===== src/rtl/adc_avg_filter.sv =====
// rtl/adc_avg_filter.sv - boxcar moving-average filter for ADC receiver samples
//
// Ports:
//   sclk        clock, rising-edge active
//   rst         asynchronous active-high reset
//   sample_in   DATA_W-bit sample, stable while sample_tick is high
//   sample_tick one sample per high cycle
//   clear       synchronous flush of the window (wins over sample_tick)
//   avg_out     registered truncated mean of the last 2^LOG2_N samples
//   avg_valid   one-cycle pulse when avg_out is updated
//   primed      high once the window holds 2^LOG2_N samples

module adc_avg_filter #(
    parameter int DATA_W = 12,
    parameter int LOG2_N = 3
) (
    input  logic              sclk,
    input  logic              rst,
    input  logic [DATA_W-1:0] sample_in,
    input  logic              sample_tick,
    input  logic              clear,
    output logic [DATA_W-1:0] avg_out,
    output logic              avg_valid,
    output logic              primed
);

    localparam int N     = 1 << LOG2_N;
    localparam int SUM_W = DATA_W + LOG2_N;

    typedef enum logic {
        FILL = 1'b0,
        RUN  = 1'b1
    } state_t;

    state_t              state;
    state_t              state_nxt;
    logic [LOG2_N-1:0]   wr_ptr;
    logic [LOG2_N:0]     fill;
    logic [SUM_W-1:0]    sum;
    logic [SUM_W-1:0]    sum_nxt;
    logic [DATA_W-1:0]   old;
    logic                accept;
    logic                out_pend;
    logic                out_pend_nxt;
    logic [DATA_W-1:0]   sample_buf [N];

    // While filling, the slot being overwritten holds stale (unreset) data,
    // so the subtracted value is forced to zero until the window is full.
    always_comb begin
        accept       = sample_tick && !clear;
        old          = (state == RUN) ? sample_buf[wr_ptr] : '0;
        sum_nxt      = sum + {{LOG2_N{1'b0}}, sample_in} - {{LOG2_N{1'b0}}, old};
        state_nxt    = state;
        out_pend_nxt = 1'b0;
        case (state)
            FILL: begin
                if (accept && fill == (LOG2_N + 1)'(N - 1)) begin
                    state_nxt    = RUN;
                    out_pend_nxt = 1'b1;
                end
            end
            RUN: begin
                out_pend_nxt = accept;
            end
            default: state_nxt = FILL;
        endcase
        if (clear) begin
            state_nxt    = FILL;
            out_pend_nxt = 1'b0;
        end
    end

    always_ff @(posedge sclk or posedge rst) begin
        if (rst) begin
            state    <= FILL;
            wr_ptr   <= '0;
            fill     <= '0;
            sum      <= '0;
            out_pend <= 1'b0;
            primed   <= 1'b0;
        end else begin
            state    <= state_nxt;
            out_pend <= out_pend_nxt;
            primed   <= (state_nxt == RUN);
            if (clear) begin
                wr_ptr <= '0;
                fill   <= '0;
                sum    <= '0;
            end else if (accept) begin
                wr_ptr <= wr_ptr + 1'b1;
                sum    <= sum_nxt;
                if (state == FILL) begin
                    fill <= fill + 1'b1;
                end
            end
        end
    end

    // Sample storage carries no reset; the old-value mux covers the fill phase.
    always_ff @(posedge sclk) begin
        if (accept) begin
            sample_buf[wr_ptr] <= sample_in;
        end
    end

    // Output stage presents the mean one cycle after the sum update.
    always_ff @(posedge sclk or posedge rst) begin
        if (rst) begin
            avg_out   <= '0;
            avg_valid <= 1'b0;
        end else begin
            avg_valid <= out_pend && !clear;
            if (out_pend && !clear) begin
                avg_out <= sum[SUM_W-1:LOG2_N];
            end
        end
    end

endmodule

===== config.mk =====
export PLATFORM = sky130hd
export DESIGN_NAME = adc_avg_filter
export DESIGN_NICKNAME = d
export VERILOG_FILES = /design/src/rtl/adc_avg_filter.sv
export SDC_FILE = /design/constraint.sdc
export NUM_CORES = 1
export LEC_CHECK = 0
export CORE_MARGIN = 5
export CORE_UTILIZATION = 57
export CTS_BUF_LIST = sky130_fd_sc_hd__clkbuf_4
export CTS_CLUSTER_DIAMETER = 50
export DETAILED_ROUTE_END_ITERATION = 16
export GPL_TIMING_DRIVEN = 0
export MAX_ROUTING_LAYER = met4
export PLACE_DENSITY = 0.8
export SYNTH_ARGS = -nofsm -noshare
export SYNTH_HDL_FRONTEND = slang
export SYNTH_SLANG_ARGS = --single-unit

===== constraint.sdc =====
create_clock -name sclk -period 3.4 [get_ports sclk]
set_clock_uncertainty 0.05 [all_clocks]
set_input_delay 0.51 -clock sclk [delete_from_list [all_inputs] [get_ports sclk]]
set_output_delay 0.51 -clock sclk [all_outputs]
set_load 0.05 [all_outputs]

==> reports/qor.txt, run 1 <==
Post-synth EDFFs: 96
nets: 561
Slew @ Worst Pin: 1.21 ns
Die Width: 116 um
Setup WS post-layout: -0.210 ns
period utilisation layout: 106%
clk_lat worst skew: 0.52 ns
drt first pass iters: 5
H-tree depth: 4
CP startpoint: wr_ptr[0]
drc violations: 0
Final Critical Period: 3.61 ns
failing checks: negative setup slack
Post-CTS Hold Fix Bufs: 0
PortBufs: 29
xor-xnor portion of the synthesized cell area: 1.64%
largest family of logic cells by synthesized area: multiplexers
GRT Total Usage: 21.6%
TritonCTS clock tree: done
Setup crit end kind: register
Hold Path Class: in2async
RSZ-0062 raised after global routing: true
Final HPWL DP: 8550 um
Fin Hold WS: 0.318 ns
Fin Setup TNS: -1.20 ns
max_cap viols: 0
Synth cell types: 57
clock slew at reported path FFs: 0.12 ns
cell accounting for the most synthesized area: edfxtp_1
mux share of post-synthesis cell area: 14.0%
# fillers: 733
clk sinks: 133
most frequent cells in the layout: edfxtp_1 (96), inv_1 (46), dfrtp_1 (37)
final hold vios: 0
maximum VDD drop: 0.300 mV
clk buf depth: 2
top cells by area, synth: edfxtp_1 (45%), dfrtp_1 (14%), mux4_2 (5.3%)
Placement Cell Area: 0.00700 sq mm
adder-cell share of the synthesized area: 7.07%
FP Rows: 38
total I/O pin count: 30
routability cong.: 0.826
Max transition margin: 18.9%
Post-Syn Instances: 439
final cell count without fillers: 669
Num CTS Buffers: 17
CTS Root Cell: clkbuf_4
worst r2r src: wr_ptr[0]
Routed WL per cell: 20.0 um
routed vias: 3836
Worst Path Arrival: 3.97 ns
Fmax: 277 MHz
initial core utilization: 58.6%
Worst Path Required: 3.76 ns
Yosys reg bits: 133
total congestion overflow: 0
Post-Layout Inst Area: 0.00774 sq mm
kind of critical path: reg2reg
PwrDens: 604 mW/mm^2
number of global-route vias before repair: 3932
Final Routed Wirelength: 13400 um
Vias/cell: 5.73
ys flop type: edfxtp_1
die area: 0.0135 sq mm
largest net degree at the start of global routing: 25
core area: 0.0109 sq mm
synthesized area per cell: 14.6 sq um
placed cell count: 615
initial antenna violation count: 1
die height: 116 um
Max Slew Vio Count: 0
Setup violations, final: 10
status: complete, but fails checks
Yosys top cell area share: 45.0%
synth warn: 0
worst-path maximum fanout: 6
area share of and/or/nand/nor cells after synthesis: 6.93%
syn nets: 484
LEAKAGE: 0.00292 uW
post-synthesis compound-gate area fraction: 5.80%
most common cell after layout, fill and taps aside: edfxtp_1
Post-Syn Area: 0.00641 sq mm
Iteration-0 DRC Markers: 373
CP startpoint kind: register
Final Util: 70.8%
sequential share of the synthesized area: 59.4%
Async SR Flop Fraction: 27.8%
Routed Antenna Nets: 0
first-pass GRT wire length: 20700 um
layout cells sized above 1: 28.6%
synthesis-to-finish area growth: 20.7%
flip-flops by register name (all words and copies together), names as in the netlist:
register    flops
avg_out        12
sum            15
fill            4
avg_valid       1
state           1
wr_ptr          3
sample_buf     96
out_pend        1
power by group:
| group | leakage, uW | switching [uW] | internal, uW |
|---|---|---|---|
| sequential | 0.00137 | 58.7 | 1830 |
| clock | 0.000153 | 580 | 524 |
| combinational | 0.00140 | 887 | 800 |
| total | 0.00292 | 1530 | 3150 |
layout make-up:
cell class,count,area (sq um),share of cell area (%)
multi-input cells,238,2520,32.5
plain buffers,17,154,1.99
clock buffers,19,143,1.84
inverters,51,191,2.47
diodes,1,2.50,0.0323
clock inverters,12,156,2.02
repair buffers,58,591,7.63
well taps,140,175,2.26
flip-flops and latches,133,3810,49.2
through the flow:
stage	total power, uW	setup slack [ns]
floorplan	2870	0.0139
global placement	3080	-0.889
detailed placement	3130	-0.429
CTS	4510	-0.170
global route	4940	-0.376
finish	4670	-0.210
metal layers:
metal | part of all wire, % | GRT usage (%) | vias up
met3 | 6.0 | 4.75 | 24
met2 | 50 | 33.9 | 148
met5 | 0 | - | -
li1 | - | - | 1766
met4 | 2.1 | 7.97 | 0
met1 | 42 | 28.0 | 1898
cells by family after synthesis:
| group | Yosys count |
|---|---|
| AND/OR/NAND/NOR | 91 |
| buffers and inverters | 68 |
| multiplexers | 55 |
| XOR/XNOR | 12 |
| flip-flops | 133 |
| AO/OA/AOI/OAI | 51 |
| adder cells (fa/ha/maj) | 29 |
cell usage after synthesis (all sizes together), types with 7 or more instances:
master and count:
edfxtp 96, inv 51, dfrtp 37, nor2 32, mux4 24, mux2i 19, nand2 18, ha 17
nor2b 15, a21oi 13, fa 12, mux2 12, buf 9, o21ai 9, xnor2 9, nor3 8
clkbuf 7
repair_timing:
item,in CTS,in global routing
gates resized for setup,34,20
setup endpoints to repair,11,11
pin swaps,24,11
setup buffers,19,1
gates cloned,0,0
hold endpoints to repair,0,0
worst paths after layout:
check,end,slack (ns),cells after the start
worst max-delay path,sum[14],-0.21,14
worst min-delay path,fill[3],0.32,2
worst max register to register,sum[14],-0.21,14
worst min register to register,avg_out[7],0.47,1
max in group asynchronous,out_pend,2.44,3
min in group sclk,avg_out[7],0.47,1
critical path, stage by stage (launching register included):
cell and delay (ns):
dfrtp_1 0.42, buf_12 0.14, buf_12 0.11, buf_8 0.12
mux4_1 0.54, mux2i_1 0.21, nor2b_1 0.09, fa_1 0.48
inv_1 0.04, ha_2 0.38, o211a_1 0.27, a41oi_4 0.20
buf_4 0.18, o221ai_1 0.16, nand3_1 0.08
No activity file was read; power rests on OpenSTA's default activity.
==> inputs of run 2 (changes only) <==
--- a/config.mk
+++ b/config.mk
@@ -5,10 +5,12 @@
 export SDC_FILE = /design/constraint.sdc
 export NUM_CORES = 1
 export LEC_CHECK = 0
+export ABC_AREA = 1
 export CORE_MARGIN = 5
 export CORE_UTILIZATION = 57
 export CTS_BUF_LIST = sky130_fd_sc_hd__clkbuf_4
 export CTS_CLUSTER_DIAMETER = 50
+export CTS_CLUSTER_SIZE = 16
 export DETAILED_ROUTE_END_ITERATION = 16
 export GPL_TIMING_DRIVEN = 0
 export MAX_ROUTING_LAYER = met4
==> run 2 against run 1 <==
Against the previous run:
- the flow now finishes without violations
- clock-buffer cell count decreased by 1
- routed wire length increased by 9.4%
- cell count increased by 27%
- core utilization decreased by 6.5 points
- critical endpoint unchanged
- highest routed layer unchanged
==> reports/qor.txt, run 2 <==
largest net degree at the start of global routing: 38
clk sinks: 133
period utilisation layout: 94.5%
largest family of logic cells by synthesized area: simple AND/OR/NAND/NOR gates
clock slew at reported path FFs: 0.12 ns
synth warn: 0
status: complete, no violations
TritonCTS clock tree: done
synthesized area per cell: 10.0 sq um
H-tree depth: 4
most common library cells after synthesis: nor2_1 (120), nand2_1 (115), edfxtp_1 (96), inv_1 (91), o21ai_0 (47)
Die Width: 117 um
initial core utilization: 57.4%
number of global-route vias before repair: 4644
CP startpoint kind: register
max_cap viols: 0
Yosys top cell area share: 44.5%
routed vias: 4692
PortBufs: 29
Max transition margin: 12.3%
first-pass GRT wire length: 23600 um
Num CTS Buffers: 17
Post-Syn Instances: 647
drc violations: 0
most frequent cells in the layout: nor2_1 (118), nand2_1 (115), edfxtp_1 (96)
most flop-heavy register: sample_buf
Worst path slowest cell: fa_1
Iteration-0 DRC Markers: 429
worst r2r src: wr_ptr[0]
clk_lat worst skew: 0.55 ns
drt first pass iters: 6
cell with the most instances after synthesis: nor2_1
Hold Path Class: in2async
worst slack, placed: 0.141 ns
max FFs per register: 96
ys flop type: edfxtp_1
maximum VDD drop: 0.400 mV
syn nets: 692
xor-xnor portion of the synthesized cell area: 0.271%
total congestion overflow: 0
Final HPWL DP: 9990 um
die height: 117 um
most common cell after layout, fill and taps aside: nor2_1
CP Capture Point: sum[14]
Async SR Flop Fraction: 27.8%
Setup WS post-layout: 0.187 ns
Largest regs: sample_buf: 96 flops, sum: 15 flops, avg_out: 12 flops
CP delay by family, top: simple AND/OR/NAND/NOR gates
mux share of post-synthesis cell area: 0%
GR Util met2: 37.9%
# fillers: 912
Yosys reg bits: 133
Final Routed Wirelength: 14600 um
Vias/cell: 5.51
initial antenna violation count: 0
Max Slew Vio Count: 0
area share of and/or/nand/nor cells after synthesis: 16.2%
LEAKAGE: 0.00305 uW
layout cells sized above 1: 10.7%
Synth cell types: 30
total I/O pin count: 30
nets: 740
FP Rows: 39
CP startpoint: wr_ptr[0]
Post-Syn Area: 0.00647 sq mm
kind of critical path: reg2reg
worst-path maximum fanout: 10
adder-cell share of the synthesized area: 7.00%
postcts setup bufs: 0
Slew @ Worst Pin: 1.31 ns
GRT Max-Usage Layer: met2
met3 global-route usage: 5.23%
CP Buf/Inv Count: 5
Fmax: 311 MHz
Final Critical Period: 3.21 ns
Setup crit end kind: register
Post-synth EDFFs: 96
GRT Total Usage: 24.2%
R2R depth: 18
die area: 0.0136 sq mm
Worst Path Arrival: 3.61 ns
Multi-input gate area: 0.00215 sq mm
FF-to-FF End: sum[14]
Fin Setup TNS: 0 ns
Routed WL per cell: 17.2 um
PwrDens: 554 mW/mm^2
CP cell instances: buf_4, buf_6, buf_6, nor2_1, nor2_1, o21ai_1, a41oi_2, fa_1, inv_1, ha_1, nor2_1, inv_1, nand3_1, nand2_1, nand2_1, nand3_1, nand3_1, nand2_1
CTS Root Cell: clkbuf_4
core area: 0.0113 sq mm
slowest stage delay, CP: 0.52 ns
RSZ-0062 raised after global routing: false
Reg area: 0.00381 sq mm
number of diodes: 0
routability cong.: 0.894
final hold vios: 0
Setup violations, final: 0
Reg2Reg Setup Slack: 0.19 ns
met1 usage: 30.9%
clk buf depth: 2
top cells by area, synth: edfxtp_1 (45%), dfrtp_1 (14%), nor2_1 (7.0%)
synthesis-to-finish area growth: 12.0%
cell accounting for the most synthesized area: edfxtp_1
CP Depth: 18
sequential share of the synthesized area: 58.8%
post-synthesis compound-gate area fraction: 9.66%
Worst Path Required: 3.79 ns
Routed Antenna Nets: 0
## run 2: kinds of logic (layout without fill, tap and decap cells)
family,after synthesis,after routing
xor gates and xnor gates,2,2
AOI/OAI and AO/OA,102,102
and+or+nand+nor,264,264
adders and majority gates,29,29
buffers and inverters,117,178
DFF,133,133
## run 2: how the worst min path moves through the flow
stage	startpoint	end	depth (start not counted)
3_5_place_dp	sum[10]	sum[10]	2
5_1_grt	rst	sum[2]	2
3_3_place_gp	sum[9]	sum[9]	2
2_1_floorplan	sum[10]	sum[10]	2
6_report	rst	sum[2]	2
4_1_cts	rst	sum[2]	2
## run 2: cell type report
cell class | count | area share [%]
sequential | 133 | 52.5
clock buffer | 18 | 1.86
clock inverter | 14 | 2.26
buffer | 19 | 2.11
inverter | 98 | 5.07
multi-input combinational | 397 | 29.7
timing repair buffer | 29 | 4.00
tap | 143 | 2.47
## run 2: power breakdown
part / internal (uW) / switching [uW] / leakage, uW
combinational: 366 / 689 / 0.00153
clock: 464 / 648 / 0.000153
sequential: 1810 / 37.6 / 0.00137
## run 2: through the flow
| stage | utilization (%) | total power (uW) | cells | hold WS [ns] | instance area (sq um) |
|---|---|---|---|---|---|
| after floorplan | - | 2660 | 647 | 0.399 | 6470 |
| after global placement | 61.6 | 2880 | 819 | 0.414 | 6940 |
| after detailed placement | 61.6 | 2920 | 819 | 0.418 | 6940 |
| after CTS | 64.2 | 4010 | 851 | 0.374 | 7240 |
| after global routing | 64.3 | 4270 | 851 | 0.424 | 7250 |
| final | 64.3 | 4020 | 851 | 0.370 | 7250 |
## run 2: timing repair
item,in CTS,in global routing
hold buffers,0,0
gates resized for setup,0,4
endpoints found under the setup margin,0,3
## run 2: per-layer routing
metal / vias up / routed length [um]
li1: 2225 / -
met4: 0 / 347
met3: 45 / 1120
met2: 202 / 7220
met1: 2220 / 5950
met5: - / 0
